$ cat src/rtl/fog_demod_pkg.sv
// Shared types and helpers for the square-wave demodulator.
// Limits and sign extension are width-generic so callers pick ACC_W.
package fog_demod_pkg;

  typedef enum logic [1:0] {
    WAIT_SYNC = 2'd0,
    SKIP      = 2'd1,
    ACC       = 2'd2
  } state_e;

  localparam int ADC_W_DEF = 14;
  localparam int ACC_W_DEF = 32;

  function automatic logic [63:0] acc_max64(input int w);
    return (64'h1 << (w - 1)) - 64'h1;
  endfunction

  function automatic logic [63:0] acc_min64(input int w);
    return ~acc_max64(w);
  endfunction

  function automatic logic [63:0] sext64(
    input logic [63:0] v,
    input int          w
  );
    logic [63:0] m;
    m = ~64'h0 << w;
    if ((v & (64'h1 << (w - 1))) != 64'h0)
      return v | m;
    return v & ~m;
  endfunction

endpackage

$ cat src/rtl/square_demod_ut_sat_accum.sv
// Saturating signed accumulator with clear, enable and sticky
// saturation flag; clear wins over enable.
module sat_accum
  import fog_demod_pkg::*;
#(
  parameter int ADC_W = ADC_W_DEF,
  parameter int ACC_W = ACC_W_DEF
) (
  input  logic             clk_i,
  input  logic             rst_ni,
  input  logic             clr_i,
  input  logic             en_i,
  input  logic [ADC_W-1:0] din_i,
  output logic [ACC_W-1:0] acc_o,
  output logic             sat_o
);

  localparam logic [ACC_W-1:0] ACC_MAX =
    ACC_W'(acc_max64(ACC_W));
  localparam logic [ACC_W-1:0] ACC_MIN =
    ACC_W'(acc_min64(ACC_W));

  logic [ACC_W-1:0] acc_q, acc_d;
  logic             sat_q, sat_d;
  logic [ACC_W:0]   din_w, sum_w;
  logic             ovf;

  // One guard bit: overflow shows as the top two bits disagreeing.
  assign din_w = (ACC_W+1)'(sext64(64'(din_i), ADC_W));
  assign sum_w = {acc_q[ACC_W-1], acc_q} + din_w;
  assign ovf   = sum_w[ACC_W] ^ sum_w[ACC_W-1];

  always_comb begin
    acc_d = acc_q;
    sat_d = sat_q;
    if (clr_i) begin
      acc_d = '0;
      sat_d = 1'b0;
    end else if (en_i) begin
      if (ovf) begin
        acc_d = sum_w[ACC_W] ? ACC_MIN : ACC_MAX;
        sat_d = 1'b1;
      end else begin
        acc_d = sum_w[ACC_W-1:0];
      end
    end
  end

  always_ff @(posedge clk_i or negedge rst_ni) begin
    if (!rst_ni) begin
      acc_q <= '0;
      sat_q <= 1'b0;
    end else begin
      acc_q <= acc_d;
      sat_q <= sat_d;
    end
  end

  assign acc_o = acc_q;
  assign sat_o = sat_q;

endmodule

$ cat src/rtl/square_demod_ut.sv
// Square-wave demodulator: per-half sums after a settling window,
// error sum_H - sum_L strobed once per completed H/L pair.
module square_demod_ut
  import fog_demod_pkg::*;
#(
  parameter int ADC_W = ADC_W_DEF,
  parameter int ACC_W = ACC_W_DEF
) (
  input  logic                    i_clk,
  input  logic                    i_rst_n,
  input  logic signed [ADC_W-1:0] i_adc,
  input  logic                    i_status,
  input  logic                    i_stepTrig,
  input  logic        [31:0]      i_skip_cnt,
  output logic signed [ACC_W-1:0] o_sum_H,
  output logic signed [ACC_W-1:0] o_sum_L,
  output logic signed [ACC_W:0]   o_err,
  output logic                    o_err_vld,
  output logic                    o_sat
);

  state_e           state_q, state_d;
  logic [31:0]      n_q, n_d, n_inc;
  logic [31:0]      skip_q, skip_d;
  logic             have_h_q, have_h_d;
  logic             pend_q, pend_d;
  logic [ACC_W-1:0] sum_h_q, sum_h_d;
  logic [ACC_W-1:0] sum_l_q, sum_l_d;
  logic             sat_h_q, sat_h_d;
  logic             sat_l_q, sat_l_d;
  logic [ACC_W:0]   err_q, err_d;
  logic             sat_q, sat_d;
  logic             vld_q, vld_d;
  logic [ACC_W-1:0] acc;
  logic             acc_sat;
  logic             acc_clr, acc_en;

  sat_accum #(
    .ADC_W(ADC_W),
    .ACC_W(ACC_W)
  ) u_acc (
    .clk_i (i_clk),
    .rst_ni(i_rst_n),
    .clr_i (acc_clr),
    .en_i  (acc_en),
    .din_i (i_adc),
    .acc_o (acc),
    .sat_o (acc_sat)
  );

  always_comb begin
    state_d  = state_q;
    n_d      = n_q;
    skip_d   = skip_q;
    have_h_d = have_h_q;
    pend_d   = 1'b0;
    sum_h_d  = sum_h_q;
    sum_l_d  = sum_l_q;
    sat_h_d  = sat_h_q;
    sat_l_d  = sat_l_q;
    err_d    = err_q;
    sat_d    = sat_q;
    vld_d    = 1'b0;
    acc_clr  = 1'b0;
    acc_en   = 1'b0;
    n_inc    = (n_q == '1) ? n_q : n_q + 32'd1;

    if (pend_q) begin
      err_d = (ACC_W+1)'(sext64(64'(sum_h_q), ACC_W)
                       - sext64(64'(sum_l_q), ACC_W));
      sat_d = sat_h_q | sat_l_q;
      vld_d = 1'b1;
    end

    // The trigger cycle's own sample never enters either half.
    if (i_stepTrig) begin
      if (state_q != WAIT_SYNC) begin
        if (i_status) begin
          sum_h_d  = acc;
          sat_h_d  = acc_sat;
          have_h_d = 1'b1;
        end else begin
          sum_l_d = acc;
          sat_l_d = acc_sat;
          pend_d  = have_h_q;
        end
      end
      acc_clr = 1'b1;
      n_d     = '0;
      skip_d  = i_skip_cnt;
      state_d = (i_skip_cnt == '0) ? ACC : SKIP;
    end else begin
      unique case (state_q)
        WAIT_SYNC: acc_clr = 1'b1;
        SKIP: begin
          n_d = n_inc;
          if (n_inc >= skip_q) state_d = ACC;
        end
        ACC: begin
          n_d    = n_inc;
          acc_en = 1'b1;
        end
        default: state_d = WAIT_SYNC;
      endcase
    end
  end

  always_ff @(posedge i_clk or negedge i_rst_n) begin
    if (!i_rst_n) begin
      state_q  <= WAIT_SYNC;
      n_q      <= '0;
      skip_q   <= '0;
      have_h_q <= 1'b0;
      pend_q   <= 1'b0;
      sum_h_q  <= '0;
      sum_l_q  <= '0;
      sat_h_q  <= 1'b0;
      sat_l_q  <= 1'b0;
      err_q    <= '0;
      sat_q    <= 1'b0;
      vld_q    <= 1'b0;
    end else begin
      state_q  <= state_d;
      n_q      <= n_d;
      skip_q   <= skip_d;
      have_h_q <= have_h_d;
      pend_q   <= pend_d;
      sum_h_q  <= sum_h_d;
      sum_l_q  <= sum_l_d;
      sat_h_q  <= sat_h_d;
      sat_l_q  <= sat_l_d;
      err_q    <= err_d;
      sat_q    <= sat_d;
      vld_q    <= vld_d;
    end
  end

  assign o_sum_H   = sum_h_q;
  assign o_sum_L   = sum_l_q;
  assign o_err     = err_q;
  assign o_err_vld = vld_q;
  assign o_sat     = sat_q;

endmodule

$ cat config.mk
export PLATFORM = sky130hd
export DESIGN_NAME = square_demod_ut
export DESIGN_NICKNAME = d
export VERILOG_FILES = /design/src/rtl/fog_demod_pkg.sv /design/src/rtl/square_demod_ut_sat_accum.sv /design/src/rtl/square_demod_ut.sv
export SDC_FILE = /design/constraint.sdc
export NUM_CORES = 1
export LEC_CHECK = 0
export ABC_AREA = 1
export CELL_PAD_IN_SITES_DETAIL_PLACEMENT = 2
export CELL_PAD_IN_SITES_GLOBAL_PLACEMENT = 2
export CORE_ASPECT_RATIO = 0.9
export CORE_MARGIN = 5
export CORE_UTILIZATION = 25
export CTS_BUF_LIST = sky130_fd_sc_hd__clkbuf_8
export DETAILED_ROUTE_END_ITERATION = 8
export PLACE_DENSITY = 0.75
export REMOVE_ABC_BUFFERS = 1
export SLEW_MARGIN = 20
export SYNTH_ARGS = -nofsm -noshare
export SYNTH_HDL_FRONTEND = slang
export SYNTH_SLANG_ARGS = --single-unit
$ cat constraint.sdc
create_clock -name i_clk -period 3.9 [get_ports i_clk]
set_input_delay 0.78 -clock i_clk [delete_from_list [all_inputs] [get_ports i_clk]]
set_output_delay 0.78 -clock i_clk [all_outputs]
set_load 0.02 [all_outputs]
==> results_dict.tcl, run 1 <==
set metrics [dict create \
    synthTopCellsByArea "dfrtp_1, nand2_1, ha_1" \
    cp_common_cell "nand2_1" \
    async_reset_ff_share_pct 100 \
    switching_share_pct 45.8 \
    coreArea_sq_mm 0.0541 \
    h-tree-depth 2 \
    synth-main-ff-cell "dfrtp_1" \
    hpwl_mm 43.2 \
    cts_root_buffer "clkbuf_8" \
    p_switching_w 0.00449 \
    syn_area_sq_mm 0.0136 \
    hp-class "in -> async" \
    synth_top_area_share_pct 37.1 \
    synth_seq_cells 202 \
    yosys.area.top_type "dfrtp_1" \
    multi_input_area_sq_mm 0.00742 \
    cts_buffer_depth 3 \
    die_y_um 232 \
    drv_slew 0 \
    worstPathRequired_ps 4380 \
    via_per_inst 4.79 \
    top_layer_used "met4" \
    synth_edf_count 0 \
    place_congestion 0.880 \
    critPathMaxFanout 6 \
    tns_ps 0 \
    status "finished, final reports clean" \
    vias 13500 \
    antenna_found_initial 0 \
    path_clk_slew_ps 60 \
    tightestPinTransition_ps 944 \
    post_cts_resized 0 \
    arrival_ps 3990 \
    syn_area_per_cell_sq_um 7.06 \
    rsz0062_at_grt "no" \
    post_dp_cell_area_sq_mm 0.0160 \
    synthCells 1931 \
    irDropWorstVdd_uv 212 \
    wl_mm 53.9 \
    clk_latency_ps 610 \
    grt_overflow 0 \
    met2WireLength_mm 25.2 \
    achievable-frequency_mhz 285 \
    drive_above_1_share_pct 4.78 \
    power_frac_seq_pct 28.9 \
    cts_hold_buffers 0 \
    slew_headroom_pct 36.9 \
    route.detailed.drc 0 \
    critical_path.max_stage_delay_ps 540 \
    r2r_cells 18 \
    yosys_warnings 0 \
    grt_pass1_vias 15000 \
    fin_nets 2243 \
    numPortBuffers 148 \
    wl_met1_mm 26.2 \
    min_period_ps 3510 \
    die_w_um 256 \
    die_area_sq_mm 0.0593 \
    grtUsageTotal_pct 17.9 \
    first_pass_iters 4 \
    placed_cells 2755 \
    final_cells 2819 \
    fin_skew_ps 39.4 \
    fill_cells 6386 \
    met3WireLength_mm 1.27 \
    wl_per_cell_um 19.1 \
    final_antenna_net_count 0 \
    rows 81 \
    rr_startpoint "n_q[2]" \
    finalInstanceArea_sq_mm 0.0167 \
    drt-initial-drc-count 608 \
    start_util_pct 25.2 \
    cts_tree "built" \
    regArea_sq_mm 0.00505 \
    finalSetupViolations 0 \
    p_clk_share_pct 21.2 \
    synth_cell_types 41 \
    r2r_slack_ps 390 \
    hold_viol 0 \
    maxCapViolations 0 \
    synth_seq_area_share_pct 37.1 \
    grt_pass1_wl_mm 85.4 \
    ios 149 \
    p_per_area_mw_per_mm2 586 \
    cts_buffers 40 \
    grt_max_degree 92 \
    p_int_w 0.00531 \
    cp_slowest_cell "nor3_1" \
    min_period_over_period_pct 89.9 \
    cts_setup_buffers 0 \
    criticalPathCategory "reg -> reg" \
    cp-start-kind "flip-flop" \
    p_leak_nw 8.21 \
    syn_to_final_growth_pct 22.6 \
    clock-sinks 202 \
    worstSetupEndpointType "flip-flop" \
    cp_cell_sequence "inv_1 -> nor3_1 -> buf_4 -> inv_1 -> nor3_1 -> nand2_1 -> xor2_1 -> nand2_1 -> ha_1 -> nand2_1 -> nor2_1 -> nand2_1 -> nor2_1 -> nand4_1 -> nand3_1 -> nor2_1 -> nand2_1 -> o22ai_1" \
    reg2reg_to "state_q[0]" \
    comb_power_share_pct 49.9 \
]
## registers in the layout, indices dropped and copies added, names as in the netlist, 2 cells and up
signal / flops
o_sum_H: 32
u_acc.acc_o: 32
state_q: 2
o_sum_L: 32
skip_q: 32
n_q: 32
o_err: 33
## worst max-delay path: cells and delay by family, from the launching register on
kind / cells / cell delay, ps
DFF: 1 / 370
buffers and inverters: 3 / 370
adders and majority gates: 1 / 320
AOI/OAI and AO/OA: 1 / 80
xor gates and xnor gates: 1 / 160
and+or+nand+nor: 12 / 2050
## cells in the final DEF (no fill, tap or decap), types with 5 or more instances in the layout
| cell type | count |
|---|---|
| a21o_1 | 5 |
| a21oi_1 | 86 |
| a31oi_1 | 6 |
| buf_4 | 17 |
| clkbuf_8 | 47 |
| clkdlybuf4s50_1 | 146 |
| dfrtp_1 | 202 |
| ha_1 | 99 |
| inv_1 | 257 |
| nand2_1 | 633 |
| nand2_2 | 9 |
| nand3_1 | 85 |
| nand3b_1 | 10 |
| nand4_1 | 12 |
| nor2_1 | 137 |
| nor3_1 | 34 |
| nor4_1 | 20 |
| o21a_1 | 5 |
| o21ai_0 | 172 |
| o21ai_1 | 5 |
| o21bai_1 | 17 |
| xnor2_1 | 24 |
| xor2_1 | 39 |
## final cells by class
class	count	share of cell area (%)
Timing Repair Buffer	169	10.1
Antenna cell	1	0.0150
Sequential cell	202	30.2
Clock inverter	16	0.434
Tap cell	705	5.28
Inverter	250	5.62
Clock buffer	47	3.87
Multi-Input combinational cell	1429	44.4
## power by group through the flow
stage,clock network [W],registers [W],logic [W]
after global routing,0.00224,0.00288,0.00542
after global placement,0,0.00284,0.00470
final,0.00208,0.00283,0.00489
after floorplan,0,0.00310,0.00262
after detailed placement,0,0.00287,0.00489
after CTS,0.00215,0.00284,0.00493
## worst max-delay path by stage
stage                            endpoint  slack (ps)  cells past startpoint       from
after floorplan                state_q[1]         810                     23     n_q[0]
after global placement    u_acc.acc_o[20]         500                     16  i_adc[13]
after detailed placement  u_acc.acc_o[20]         330                     16  i_adc[13]
after CTS                      state_q[0]         410                     20     n_q[0]
after global routing           state_q[0]          80                     20     n_q[0]
final                          state_q[0]         390                     18     n_q[2]
## synthesized netlist by cell type (5+ instances only)
cell	count
a21o_1	5
a21oi_1	86
a31oi_1	6
buf_2	6
buf_4	5
clkbuf_1	36
dfrtp_1	202
ha_1	99
inv_1	246
nand2_1	634
nand2_2	8
nand3_1	86
nand3b_1	10
nand4_1	12
nor2_1	138
nor3_1	34
nor4_1	20
o21a_1	5
o21ai_0	172
o21ai_1	5
o21bai_1	17
xnor2_1	24
xor2_1	39
## metrics by stage
step / utilization, % / hold WS (ps) / setup WS, ps / power (W)
2_1_floorplan: - / 423 / 808 / 0.00572
3_3_place_gp: 29.5 / 434 / 502 / 0.00754
3_5_place_dp: 29.5 / 445 / 335 / 0.00776
4_1_cts: 30.9 / 217 / 408 / 0.00992
5_1_grt: 30.9 / 224 / 83.9 / 0.0105
6_report: 30.9 / 214 / 394 / 0.00980
## kinds of logic after synthesis
| logic type | after synthesis | share of synthesized area [%] |
|---|---|---|
| xor+xnor | 63 | 4.05 |
| flops | 202 | 37.1 |
| buf+inv | 300 | 8.51 |
| fa+ha+maj | 101 | 9.38 |
| simple gates | 951 | 28.5 |
| compound gates | 314 | 12.4 |
## per-layer routing
layer | vias to the layer above | GRT usage (%)
met5 | - | 0
met1 | 6751 | 24.4
met2 | 159 | 30.1
li1 | 6521 | -
met4 | 0 | 4.81
met3 | 69 | 2.32
Power figures use the tool's default switching activity.
==> run 2: changes to the inputs <==
--- a/config.mk
+++ b/config.mk
@@ -6,6 +6,7 @@
 export NUM_CORES = 1
 export LEC_CHECK = 0
 export ABC_AREA = 1
+export ABC_CLOCK_PERIOD_IN_PS = 3900
 export CELL_PAD_IN_SITES_DETAIL_PLACEMENT = 2
 export CELL_PAD_IN_SITES_GLOBAL_PLACEMENT = 2
 export CORE_ASPECT_RATIO = 0.9
@@ -15,7 +16,7 @@
 export DETAILED_ROUTE_END_ITERATION = 8
 export PLACE_DENSITY = 0.75
 export REMOVE_ABC_BUFFERS = 1
-export SLEW_MARGIN = 20
+export SLEW_MARGIN = 5
 export SYNTH_ARGS = -nofsm -noshare
 export SYNTH_HDL_FRONTEND = slang
 export SYNTH_SLANG_ARGS = --single-unit
==> results of run 2 <==
No change in the layout: final DEF, timing and power equal those of run 1.
==> run 3: changes to the inputs <==
--- a/config.mk
+++ b/config.mk
@@ -9,11 +9,12 @@
 export ABC_CLOCK_PERIOD_IN_PS = 3900
 export CELL_PAD_IN_SITES_DETAIL_PLACEMENT = 2
 export CELL_PAD_IN_SITES_GLOBAL_PLACEMENT = 2
-export CORE_ASPECT_RATIO = 0.9
+export CORE_ASPECT_RATIO = 1.1
 export CORE_MARGIN = 5
 export CORE_UTILIZATION = 25
 export CTS_BUF_LIST = sky130_fd_sc_hd__clkbuf_8
 export DETAILED_ROUTE_END_ITERATION = 8
+export GPL_TIMING_DRIVEN = 0
 export PLACE_DENSITY = 0.75
 export REMOVE_ABC_BUFFERS = 1
 export SLEW_MARGIN = 5
==> run 3 against run 2 <==
Effect of this change: sequential power decreased by 1%; register-to-register slack got worse by 110 ps; via count is 1.7% lower; clock-buffer cell count is 6 higher; clock skew is 8.1 ps lower; hold slack worse by 96 ps; die area hardly changed; cell count is 0.46% higher; sequential share of layout area down 0.20 points; clock power increased by 9%.
==> results_dict.tcl, run 3 (synthesis results as in run 1) <==
set metrics [dict create \
    drv_slew 0 \
    place_congestion 0.847 \
    worstSetupEndpointType "flip-flop" \
    cp_cell_sequence "inv_1 -> nor3_1 -> inv_1 -> nor4_1 -> xor2_1 -> nand2_1 -> ha_1 -> nand2_1 -> nor2_1 -> nand4_1 -> nor2_1 -> nand4_1 -> nand3_1 -> nor2_1 -> nand2_1 -> nand3_1 -> nand2_1" \
    cts_hold_buffers 0 \
    min_period_over_period_pct 92.8 \
    largest_reg_flops 33 \
    cp_common_cell "nand2_1" \
    p_leak_nw 8.23 \
    hold_viol 0 \
    die_w_um 233 \
    comb_power_share_pct 49.2 \
    p_per_area_mw_per_mm2 590 \
    grt_pass1_vias 15000 \
    cp-start-kind "flip-flop" \
    h-tree-depth 2 \
    slew_headroom_pct 35.4 \
    start_util_pct 25.3 \
    cts_setup_buffers 0 \
    power_frac_seq_pct 28.1 \
    finalSetupViolations 0 \
    critPathMaxFanout 6 \
    use_met1_pct 21.9 \
    switching_share_pct 44.8 \
    maxCapViolations 0 \
    vias 13300 \
    min_period_ps 3620 \
    rsz0062_at_grt "no" \
    drive_above_1_share_pct 4.61 \
    grt_pass1_wl_mm 83.3 \
    grt_overflow 0 \
    coreArea_sq_mm 0.0538 \
    path_clk_slew_ps 60 \
    first_pass_iters 5 \
    fin_nets 2228 \
    cts_buffers 40 \
    final_antenna_net_count 0 \
    drt-initial-drc-count 392 \
    final_common_cell "nand2_1" \
    route.detailed.drc 0 \
    syn_to_final_growth_pct 23.4 \
    criticalPathCategory "reg -> reg" \
    cp_slowest_cell "nor4_1" \
    wl_mm 52.4 \
    cts_root_buffer "clkbuf_8" \
    p_clk_share_pct 22.7 \
    use_met2_pct 32.2 \
    critPathTopFamily "simple AND/OR/NAND/NOR gates" \
    ios 149 \
    cts_tree "built" \
    rows 89 \
    p_switching_w 0.00445 \
    clk_latency_ps 600 \
    cp.buffers_inverters 2 \
    hpwl_mm 41.6 \
    layout_common_cells "nand2_1, inv_1, dfrtp_1" \
    busiest_layer "met2" \
    whs_ps 118 \
    critical_path.max_stage_delay_ps 550 \
    achievable-frequency_mhz 276 \
    p_int_w 0.00548 \
    clock-sinks 202 \
    grt_max_degree 78 \
    status "finished, final reports clean" \
    grt_use_met3_pct 2.05 \
    die_y_um 255 \
    tightestPinTransition_ps 969 \
    die_area_sq_mm 0.0593 \
    via_per_inst 4.68 \
    hp-class "in -> async" \
    irDropWorstVdd_uv 196 \
    grtUsageTotal_pct 17.5 \
    wl_per_cell_um 18.5 \
    numPortBuffers 148 \
    worstPathRequired_ps 4430 \
    arrival_ps 4150 \
    fin_skew_ps 31.4 \
    cts_buffer_depth 3 \
    finalPower_w 0.00992 \
    antenna_found_initial 1 \
]
-- run 3: worst paths after layout --
| path | from | to | slack [ps] | cells after the start |
|---|---|---|---|---|
| setup / recovery | n_q[2] | state_q[1] | 280 | 17 |
| hold / removal | i_rst_n | u_acc.acc_o[5] | 120 | 1 |
| min in group i_clk | have_h_q | have_h_q | 450 | 2 |
| setup reg to reg | n_q[2] | state_q[1] | 280 | 17 |
| hold reg to reg | have_h_q | have_h_q | 450 | 2 |
| max in group asynchronous | i_rst_n | o_sum_L[25] | 2970 | 2 |
-- run 3: stage by stage --
step / area (sq um) / utilization [%] / setup slack [ps] / TNS, ps / std cells
3_3_place_gp: 15800 / 29.4 / -7160 / -1663060 / 2757
4_1_cts: 16800 / 31.2 / 59.4 / 0 / 2829
3_5_place_dp: 16000 / 29.7 / -632 / -19350 / 2762
2_1_floorplan: 13400 / - / 808 / 0 / 1881
5_1_grt: 16800 / 31.3 / 14.5 / 0 / 2831
6_report: 16800 / 31.3 / 282 / 0 / 2832
-- run 3: area by class of cell --
class	instances	area, sq um
well taps	728	911
fillers	6353	37000
clock buffers	53	729
clock inverters	14	90.1
repair buffers	153	1610
inverters	250	938
multi-input cells	1430	7490
diodes	2	5.00
flip-flops and latches	202	5050
-- run 3: power groups by stage --
stage,clock network (W),logic (W),registers (W)
after floorplan,0,0.00262,0.00310
after global placement,0,0.00467,0.00280
after detailed placement,0,0.00490,0.00283
after CTS,0.00235,0.00493,0.00280
after global routing,0.00243,0.00540,0.00285
final,0.00226,0.00488,0.00279
-- run 3: what timing repair did --
item | in CTS | in global routing
setup endpoints to repair | 2 | 33
gates cloned | 0 | 1
resized for setup | 2 | 6
-- run 3: per-layer routing --
| layer | vias to the layer above | routed length (um) |
|---|---|---|
| li1 | 6494 | - |
| met4 | 0 | 1070 |
| met2 | 130 | 26700 |
| met5 | - | 0 |
| met3 | 58 | 1220 |
| met1 | 6582 | 23400 |
-- run 3: worst register-to-register path, stage by stage, from the launching register on --
cell and delay, ps:
dfrtp_1 370, inv_1 130, nor3_1 380, inv_1 200, nor4_1 550, xor2_1 200, nand2_1 100, ha_1 320
nand2_1 60, nor2_1 120, nand4_1 130, nor2_1 310, nand4_1 220, nand3_1 140, nor2_1 40, nand2_1 100
nand3_1 90, nand2_1 80
